==> src/rtl/mem_port_arbiter.sv <==
// mem_port_arbiter: shares one single-ported memory between instruction fetch
// and data access. One transaction in flight at a time, fixed read latency.
// Build option: define ARB_ROUND_ROBIN_EN for round-robin arbitration;
// otherwise data has priority, with a starvation guard for fetch.
//
// state | meaning
// IDLE  | no transaction in flight; arbitrate on any request
// BUSY  | memory access in flight; latency counter running, no grants
// RESP  | pulse valid to the owner; may arbitrate a new grant back-to-back
module mem_port_arbiter #(
    parameter int ADDR_W     = 32,
    parameter int DATA_W     = 32,
    parameter int MEM_LAT    = 2,
    parameter int STARVE_MAX = 4
) (
    input  logic              clk,
    input  logic              rst,
    input  logic              if_req,
    input  logic [ADDR_W-1:0] if_addr,
    output logic              if_gnt,
    output logic              if_valid,
    output logic [DATA_W-1:0] if_rdata,
    input  logic              d_req,
    input  logic              d_we,
    input  logic [ADDR_W-1:0] d_addr,
    input  logic [DATA_W-1:0] d_wdata,
    output logic              d_gnt,
    output logic              d_valid,
    output logic [DATA_W-1:0] d_rdata,
    output logic              mem_en,
    output logic              mem_we,
    output logic [ADDR_W-1:0] mem_addr,
    output logic [DATA_W-1:0] mem_wdata,
    input  logic [DATA_W-1:0] mem_rdata
);

    localparam int LAT_W = $clog2(MEM_LAT + 1);

    typedef enum logic [1:0] {IDLE, BUSY, RESP} state_t;

    state_t            state_q, state_d;
    logic [LAT_W-1:0]  lat_cnt_q, lat_cnt_d;
    logic              owner_q, owner_d;      // 1 = data requester owns the access
    logic              we_q, we_d;            // owning access is a store
    logic [DATA_W-1:0] if_rdata_q, if_rdata_d;
    logic [DATA_W-1:0] d_rdata_q, d_rdata_d;
`ifdef ARB_ROUND_ROBIN_EN
    logic              last_d_q, last_d_d;    // 1 = data was granted last
`else
    localparam int STV_W = $clog2(STARVE_MAX + 1);
    logic [STV_W-1:0]  starve_q, starve_d;
`endif
    logic              pick_if, pick_d;

    // Choose the winner; reset and BUSY suppress all grants.
    always_comb begin
        pick_if = 1'b0;
        pick_d  = 1'b0;
        if (!rst && (state_q != BUSY)) begin
`ifdef ARB_ROUND_ROBIN_EN
            if (if_req && d_req) begin
                pick_d  = !last_d_q;
                pick_if = last_d_q;
            end else begin
                pick_d  = d_req;
                pick_if = if_req;
            end
`else
            if (d_req && !(if_req && (starve_q == STV_W'(STARVE_MAX)))) begin
                pick_d = 1'b1;
            end else if (if_req) begin
                pick_if = 1'b1;
            end
`endif
        end
    end

    // Next state, latency counting, read capture and memory command outputs.
    always_comb begin
        state_d    = state_q;
        lat_cnt_d  = lat_cnt_q;
        owner_d    = owner_q;
        we_d       = we_q;
        if_rdata_d = if_rdata_q;
        d_rdata_d  = d_rdata_q;
`ifdef ARB_ROUND_ROBIN_EN
        last_d_d   = last_d_q;
`else
        starve_d   = starve_q;
`endif
        if_gnt    = pick_if;
        d_gnt     = pick_d;
        mem_en    = pick_if | pick_d;
        mem_we    = pick_d & d_we;
        mem_addr  = '0;
        mem_wdata = '0;
        if (pick_d) begin
            mem_addr  = d_addr;
            mem_wdata = d_wdata;
        end else if (pick_if) begin
            mem_addr  = if_addr;
        end
        if_valid = !rst && (state_q == RESP) && !owner_q;
        d_valid  = !rst && (state_q == RESP) && owner_q;

        case (state_q)
            BUSY: begin
                if (lat_cnt_q == LAT_W'(MEM_LAT)) begin
                    state_d = RESP;
                    if (owner_q) begin
                        if (!we_q) d_rdata_d = mem_rdata;
                    end else begin
                        if_rdata_d = mem_rdata;
                    end
                end else begin
                    lat_cnt_d = lat_cnt_q + 1'b1;
                end
            end
            default: state_d = IDLE;
        endcase

        if (pick_if || pick_d) begin
            state_d   = BUSY;
            lat_cnt_d = LAT_W'(1);
            owner_d   = pick_d;
            we_d      = pick_d & d_we;
`ifdef ARB_ROUND_ROBIN_EN
            last_d_d  = pick_d;
`else
            if (pick_d && if_req) begin
                if (starve_q != STV_W'(STARVE_MAX)) starve_d = starve_q + 1'b1;
            end else begin
                starve_d = '0;
            end
`endif
        end
    end

    // State registers with synchronous reset.
    always_ff @(posedge clk) begin
        if (rst) begin
            state_q    <= IDLE;
            lat_cnt_q  <= '0;
            owner_q    <= 1'b0;
            we_q       <= 1'b0;
            if_rdata_q <= '0;
            d_rdata_q  <= '0;
`ifdef ARB_ROUND_ROBIN_EN
            last_d_q   <= 1'b0;
`else
            starve_q   <= '0;
`endif
        end else begin
            state_q    <= state_d;
            lat_cnt_q  <= lat_cnt_d;
            owner_q    <= owner_d;
            we_q       <= we_d;
            if_rdata_q <= if_rdata_d;
            d_rdata_q  <= d_rdata_d;
`ifdef ARB_ROUND_ROBIN_EN
            last_d_q   <= last_d_d;
`else
            starve_q   <= starve_d;
`endif
        end
    end

    assign if_rdata = if_rdata_q;
    assign d_rdata  = d_rdata_q;

endmodule
==> config.mk <==
export PLATFORM = sky130hd
export DESIGN_NAME = mem_port_arbiter
export DESIGN_NICKNAME = d
export VERILOG_FILES = /design/src/rtl/mem_port_arbiter.sv
export SDC_FILE = /design/constraint.sdc
export NUM_CORES = 1
export LEC_CHECK = 0
export BUFFER_PORTS_ARGS = -buffer_cell sky130_fd_sc_hd__clkbuf_2
export CAP_MARGIN = 20
export CORE_AREA = 2 2 103 105
export CTS_CLUSTER_SIZE = 14
export DETAILED_ROUTE_END_ITERATION = 8
export DIE_AREA = 0 0 105 107
export PLACE_DENSITY = 0.86
export SYNTH_ARGS = -nofsm -noshare
export SYNTH_HDL_FRONTEND = slang
export SYNTH_SLANG_ARGS = --single-unit
==> constraint.sdc <==
create_clock -name clk -period 1.87 [get_ports clk]
set_input_delay 0 -clock clk [delete_from_list [all_inputs] [get_ports clk]]
set_output_delay 0 -clock clk [all_outputs]
set_load 0.05 [all_outputs]
==> impl_summary.txt, run 1 <==
----------------------------------------------------
[Run status]
  Outcome ... finished, final reports clean

[Critical path]
  CP Capture Type ... output pin
  Critical Path Fanout Max ... 8
  Launch point of the worst path ... starve_q[1]$_SDFFE_PP0P_
  Critical path arrival ... 1.83 ns
  Setup Crit Path Kind ... flop to output pin
  Worst setup SP type ... flop
  Data required, critical path ... 1.87 ns
  Origin of the critical flop-to-flop path ... lat_cnt_q[0]$_SDFFE_PP0P_

[Global route]
  First-pass GRT wire length ... 23000 um
  Number of global-route vias before repair ... 4710
  Total congestion overflow after global routing ... 0
  Initial antenna violation count ... 0
  Tot GR Track Use ... 25.6%
  Maximum number of pins on one net before global-route repair ... 51

[Final layout]
  Most frequent cells in the layout ... sky130_fd_sc_hd__clkbuf_2, sky130_fd_sc_hd__nand2_1, sky130_fd_sc_hd__dfxtp_1, sky130_fd_sc_hd__a21oi_2, sky130_fd_sc_hd__buf_4
  Layout fillers ... 820
  Share of layout cells above drive strength 1 ... 47.2%
  Final net count ... 908
  Antenna diode instance count ... 0
  Post-route cell area ... 6600 um2
  Post-layout instance count excluding filler cells ... 913
  Most common cell after layout, fill and taps aside ... sky130_fd_sc_hd__clkbuf_2
  Layout overhead on the synthesized area ... 69.9%

[Route]
  Number of vias in the routed layout ... 4742
  DRC Markers ... 0
  Detailed-router iteration count before antenna repair ... 5
  Number of violations reported at the end of detailed-routing iteration 0 ... 289
  Post-detailed-route count of antenna-violating nets ... 0
  Per-cell routed wire length ... 16.5 um
  Total routed wirelength ... 15100 um
  Via count normalized by instance count ... 5.19

[Placement]
  Post-detailed-placement cell area ... 5770 um2
  Placer Congestion ... 0.809
  DP Cell Count ... 859
  Count of buffers from port buffering ... 266
  Post-DP HPWL ... 10400 um

[Timing]
  Number of pins exceeding their max-slew limit in the final report ... 0
  Final hold violation count ... 0
  Worst clock skew ... 0.0149 ns
  Setup repair after global routing missed its margin ... yes
  Achievable clock frequency ... 547 MHz
  Final clock period utilization by the worst path ... 97.8%
  Final critical delay including setup and external delays ... 1.83 ns
  Final setup vio count ... 0
  Slew at the pin with the worst max-slew slack ... 0.391 ns
  Max-slew headroom ... 73.9%

[Power]
  Pwr dens ... 587 nW/um2
  Reg power frac ... 41.3%
  Switching power ... 0.00125 W
  Switching power share of the total ... 32.2%
  Part of the total power dissipated in the clock network ... 32.3%
  Peak supply drop ... 385 uV
  Internal power summed over all cells ... 0.00263 W
  Leakage power summed over all cells ... 2.97 nW
  Combinational power share ... 26.4%

[Yosys]
  Synth Register Bits ... 73
  Mapped Avg Cell Area ... 7.88 um2
  Synthesized netlist net count ... 629
  Yosys warning total ... 0
  Cell variety after synth ... 38
  Netlist Area Pre-Place ... 3880 um2
  Number of cells produced by synthesis ... 493
  Sequential-to-total area share from yosys stat ... 37.6%

[Floorplanning]
  Area of the placeable core ... 10100 um2
  Die Ht ... 107 um
  Boundary pin count ... 267
  Die width ... 105 um
  Die Footprint ... 11200 um2
  Effective utilization at floorplan ... 38.5%
  Std-Cell Rows ... 37

[Clock tree]
  Clock transition at the register clock pins on the worst setup and hold paths after CTS ... 0.08 ns
  CTS tree ... built
  Total CTS buffers ... 9
  Sinks on Clock Net ... 73
  Later-pin clock latency in the skew report ... 0.34 ns
  CTS Buffer Depth ... 2
  Depth of the CTS H-tree ... 3
  Clk Tree Root Cell ... sky130_fd_sc_hd__clkbuf_8

[Worst hold path]
  Worst min-delay path startpoint ... rst
  Type of the worst min-delay path ... input pin to flop

[Run]
  MaxCap Viol Count ... 0

----------------------------------------------------
-- synthesized netlist by cell type, drive strengths merged --
library cell | count | area (um2)
and3 | 34 | 213
o32ai | 1 | 8.76
or2 | 1 | 6.26
dfxtp | 73 | 1460
nor4b | 1 | 8.76
nor4bb | 2 | 20.0
clkbuf | 24 | 90.1
a21oi | 66 | 379
nor3b | 2 | 20.0
or2b | 1 | 7.51
nor2 | 9 | 43.8
inv | 6 | 22.5
nor2b | 1 | 13.8
o21ai | 2 | 10.0
a32o | 2 | 20.0
nand3 | 34 | 170
nand4bb | 1 | 11.3
and4bb | 1 | 12.5
o311ai | 1 | 8.76
ha | 3 | 37.5
buf | 26 | 201
mux2i | 32 | 320
o31ai | 2 | 15.0
o211ai | 33 | 248
nand3b | 1 | 20.0
a211oi | 1 | 7.51
nand2 | 132 | 498
a21o | 1 | 7.51
-- power groups by stage --
stage | sequential [W] | clock (W) | combinational (W)
4_1_cts | 0.00160 | 0.00129 | 0.000999
6_report | 0.00160 | 0.00125 | 0.00102
5_1_grt | 0.00160 | 0.00136 | 0.00108
2_1_floorplan | 0.00167 | 0 | 0.000498
3_5_place_dp | 0.00163 | 0 | 0.000915
3_3_place_gp | 0.00163 | 0 | 0.000908
-- repair_timing --
item                       in CTS  in global routing
setup endpoints to repair      66                 68
pin swaps                       4                 29
buffers inserted                0                  3
cloned                          0                  2
hold endpoints to repair       65                  0
gates resized for setup        58                 59
hold buffers                   33                  0
-- per-layer routing --
| layer | up-vias | wire length [um] | GRT usage [%] |
|---|---|---|---|
| met5 | - | 0 | 0 |
| met3 | 34 | 1320 | 8.39 |
| met2 | 249 | 7870 | 47.0 |
| met1 | 2193 | 5490 | 27.1 |
| li1 | 2266 | - | - |
| met4 | 0 | 420 | 10.3 |
-- through the flow --
stage | power [W] | util, % | TNS [ns] | setup WS [ns] | hold slack (ns)
4_1_cts | 0.00389 | 64.1 | 0 | 0.0000715 | 0.0294
3_5_place_dp | 0.00255 | 57.2 | 0 | 0.239 | 0.249
3_3_place_gp | 0.00254 | 57.2 | 0 | 0.271 | 0.240
2_1_floorplan | 0.00217 | - | 0 | 0.147 | 0.136
6_report | 0.00388 | 65.4 | 0 | 0.0406 | 0.0419
5_1_grt | 0.00405 | 65.4 | -0.776 | -0.0806 | 0.0435
-- state kept, by name (all words and copies together) (netlist names) --
register,flops
d_rdata,32
if_rdata,32
lat_cnt_q,2
owner_q,1
starve_q,3
state_q,2
we_q,1
-- cell families (layout without fill, tap and decap cells) --
family	count (synthesis)	in the layout	share of synthesized area [%]
simple gates	220	220	26.9
compound gates	109	109	18.1
flops	73	73	37.6
buf+inv	56	340	8.09
mux	32	32	8.25
fa+ha+maj	3	3	0.967
-- worst paths after layout --
| check | to | slack [ns] | depth (start not counted) |
|---|---|---|---|
| hold reg to reg | d_rdata[29]$_SDFFE_PP0P_ | 0.46 | 2 |
| setup reg to reg | d_rdata[10]$_SDFFE_PP0P_ | 0.22 | 6 |
| setup / recovery | mem_addr[29] | 0.04 | 7 |
| hold / removal | if_rdata[4]$_SDFFE_PP0P_ | 0.04 | 2 |
-- critical path, cell delays in order (launching register included) --
cell                       delay [ns]
sky130_fd_sc_hd__dfxtp_2         0.33
sky130_fd_sc_hd__inv_2           0.08
sky130_fd_sc_hd__ha_4            0.14
sky130_fd_sc_hd__and3_4          0.27
sky130_fd_sc_hd__buf_6           0.15
sky130_fd_sc_hd__o211ai_1        0.14
sky130_fd_sc_hd__a21oi_2         0.21
sky130_fd_sc_hd__buf_8           0.17
-- final cells by class --
class                   count  area [um2]  area share, %
clock inverters             7        77.6           1.18
well taps                 136         170           2.58
clock buffers               9         124           1.88
multi-input cells         364        2280           34.6
repair buffers            318        2460           37.2
flip-flops and latches     73        1470           22.2
inverters                   6        22.5          0.341
Power figures use the tool's default switching activity.
==> inputs of run 2 (changes only) <==
--- a/config.mk
+++ b/config.mk
@@ -11,6 +11,7 @@
 export CTS_CLUSTER_SIZE = 14
 export DETAILED_ROUTE_END_ITERATION = 8
 export DIE_AREA = 0 0 105 107
+export GPL_TIMING_DRIVEN = 0
 export PLACE_DENSITY = 0.86
 export SYNTH_ARGS = -nofsm -noshare
 export SYNTH_HDL_FRONTEND = slang
==> run 2 against run 1 <==
  * Non-clock buffer count rose by 43
  * Core utilization increased by 6.7 points
  * Sequential power is essentially flat
  * Global-route usage is 2.8 points higher
  * Count of clock-buffer cells in the layout stayed put
  * Cell area rose by 10%
  * Routed wire length increased by 10%
  * Hold slack improved by 0.072 ns
  * Fmax is 0.26% lower
  * Clock power grew 14%
==> impl_summary.txt, run 2 (same netlist as run 1, synthesis figures left out) <==
----------------------------------------------------
[Critical path]
  Worst setup SP type ... flop
  Cells along the critical path ... inv_1, ha_4, buf_4, nand3_4, buf_8, nand3_1, a21oi_2, buf_8
  Data required, critical path ... 1.87 ns
  CP Capture Type ... output pin
  CP peak stage delay ... 0.34 ns
  Critical Path Fanout Max ... 10
  Most used cell along the critical path ... sky130_fd_sc_hd__buf_8
  Setup Crit Path Kind ... flop to output pin
  CP max stage cell ... sky130_fd_sc_hd__dfxtp_2
  Critical path arrival ... 1.83 ns

[Power]
  Combinational power share ... 27.1%
  Switching power ... 0.00131 W
  Switching power share of the total ... 31.8%
  Peak supply drop ... 356 uV
  Reg power frac ... 38.6%
  Total power of the final layout ... 0.00413 W
  Internal power summed over all cells ... 0.00282 W
  Part of the total power dissipated in the clock network ... 34.3%
  Pwr dens ... 568 nW/um2
  Leakage power summed over all cells ... 3.18 nW

[Global route]
  Tot GR Track Use ... 28.5%
  Total congestion overflow after global routing ... 0
  Number of global-route vias before repair ... 4978
  Maximum number of pins on one net before global-route repair ... 15
  First-pass GRT wire length ... 25400 um
  Initial antenna violation count ... 0

[Clock tree]
  Sinks on Clock Net ... 73
  CTS tree ... built
  Clock transition at the register clock pins on the worst setup and hold paths after CTS ... 0.08 ns
  Later-pin clock latency in the skew report ... 0.35 ns
  Clk Tree Root Cell ... sky130_fd_sc_hd__clkbuf_8
  CTS Buffer Depth ... 2
  Depth of the CTS H-tree ... 3
  Total CTS buffers ... 9

[Route]
  Detailed-router iteration count before antenna repair ... 5
  Per-cell routed wire length ... 17.3 um
  Number of vias in the routed layout ... 4976
  Number of violations reported at the end of detailed-routing iteration 0 ... 272
  Total routed wirelength ... 16600 um
  Post-detailed-route count of antenna-violating nets ... 0
  Via count normalized by instance count ... 5.19
  DRC Markers ... 0

[Final layout]
  Post-layout instance count excluding filler cells ... 958
  Most common cell after layout, fill and taps aside ... sky130_fd_sc_hd__clkbuf_2
  Antenna diode instance count ... 0
  Share of layout cells above drive strength 1 ... 50.7%
  Most frequent cells in the layout ... sky130_fd_sc_hd__clkbuf_2, sky130_fd_sc_hd__nand2_1, sky130_fd_sc_hd__dfxtp_1, sky130_fd_sc_hd__a21oi_2
  Layout overhead on the synthesized area ... 87.3%
  Final net count ... 953
  Layout fillers ... 758
  Seq. cell area ... 1470 um2
  Combined area of the multi-input logic cells ... 2420 um2

[Run status]
  Outcome ... finished, final reports clean

[Placement]
  Count of buffers from port buffering ... 266
  DP Cell Count ... 895
  Placer Congestion ... 0.884
  Post-DP HPWL ... 11300 um

[Floorplanning]
  Die Ht ... 107 um
  Die Footprint ... 11200 um2
  Die width ... 105 um
  Area of the placeable core ... 10100 um2
  Std-Cell Rows ... 37
  Boundary pin count ... 267
  Effective utilization at floorplan ... 38.5%

[Timing]
  Final critical delay including setup and external delays ... 1.83 ns
  Setup repair after global routing missed its margin ... yes
  Final hold violation count ... 0
  Achievable clock frequency ... 545 MHz
  Final setup vio count ... 0
  Number of pins exceeding their max-slew limit in the final report ... 0
  Final clock period utilization by the worst path ... 98.1%
  Worst clock skew ... 0.00772 ns
  Max-slew headroom ... 55.3%
  Slew at the pin with the worst max-slew slack ... 0.671 ns

[Worst hold path]
  Type of the worst min-delay path ... input pin to flop

[Run]
  MaxCap Viol Count ... 0

----------------------------------------------------
-- run 2: cell count changes in the layout (fill, tap and decap cells not counted), sizes merged --
cell and change:
buf -19, clkinv +1, and3 +1, nor2 +1, bufinv +1, clkbuf +62, inv -1, clkinvlp -1
-- run 2: path summary, 6_finish.rpt --
check / startpoint / end / slack, ns / depth (start not counted)
min: d_req / starve_q[2]$_SDFFE_PP0P_ / 0.11 / 4
max: starve_q[0]$_SDFFE_PP0P_ / mem_addr[8] / 0.04 / 8
min reg2reg: d_rdata[22]$_SDFFE_PP0P_ / d_rdata[22]$_SDFFE_PP0P_ / 0.46 / 2
max reg2reg: lat_cnt_q[0]$_SDFFE_PP0P_ / if_rdata[19]$_SDFFE_PP0P_ / 0.29 / 7
-- run 2: cell type report --
type,count,share of cell area [%]
Buffer,49,5.30
Sequential cell,73,20.2
Multi-Input combinational cell,366,33.3
Clock buffer,9,1.70
Clock inverter,7,1.41
Tap cell,136,2.34
Timing Repair Buffer,312,35.5
Inverter,6,0.310
-- run 2: what timing repair did --
item | in CTS | in global routing
setup endpoints to repair | 67 | 68
gates cloned | 5 | 2
endpoints found under the hold margin | 65 | 0
buffers inserted | 5 | 3
pin swaps | 33 | 11
gates resized for setup | 206 | 48
hold buffers | 33 | 0
-- run 2: layer usage --
metal	global-route usage [%]	vias to the layer above	routed length, um
li1	-	2368	-
met1	30.1	2325	6220
met2	53.9	247	8680
met3	6.87	36	1150
met4	11.6	0	574
met5	0	-	0
-- run 2: critical path: cells and delay by family, from the launching register on --
kind                     cells  cell delay, ns
buffers and inverters        4            0.53
flip-flops                   1            0.34
AO/OA/AOI/OAI                1            0.25
AND/OR/NAND/NOR              2            0.22
adder cells (fa/ha/maj)      1            0.16
-- run 2: power by group through the flow --
stage / clock [W] / sequential (W) / combinational, W
floorplan: 0 / 0.00167 / 0.000498
global placement: 0 / 0.00163 / 0.000834
detailed placement: 0 / 0.00163 / 0.000839
CTS: 0.00143 / 0.00160 / 0.00107
global route: 0.00153 / 0.00160 / 0.00118
finish: 0.00142 / 0.00160 / 0.00112
-- run 2: through the flow --
| step | utilization (%) | TNS, ns | hold WS [ns] | area [um2] | worst slack [ns] |
|---|---|---|---|---|---|
| 2_1_floorplan | - | 0 | 0.136 | 4000 | 0.147 |
| 3_3_place_gp | 54.5 | -0.194 | 0.243 | 5500 | -0.0341 |
| 3_5_place_dp | 54.5 | -0.660 | 0.250 | 5500 | -0.0411 |
| 6_report | 72.1 | 0 | 0.114 | 7270 | 0.0359 |
| 4_1_cts | 70.7 | -2.20 | 0.0820 | 7140 | -0.0960 |
| 5_1_grt | 72.1 | -0.220 | 0.104 | 7270 | -0.0557 |
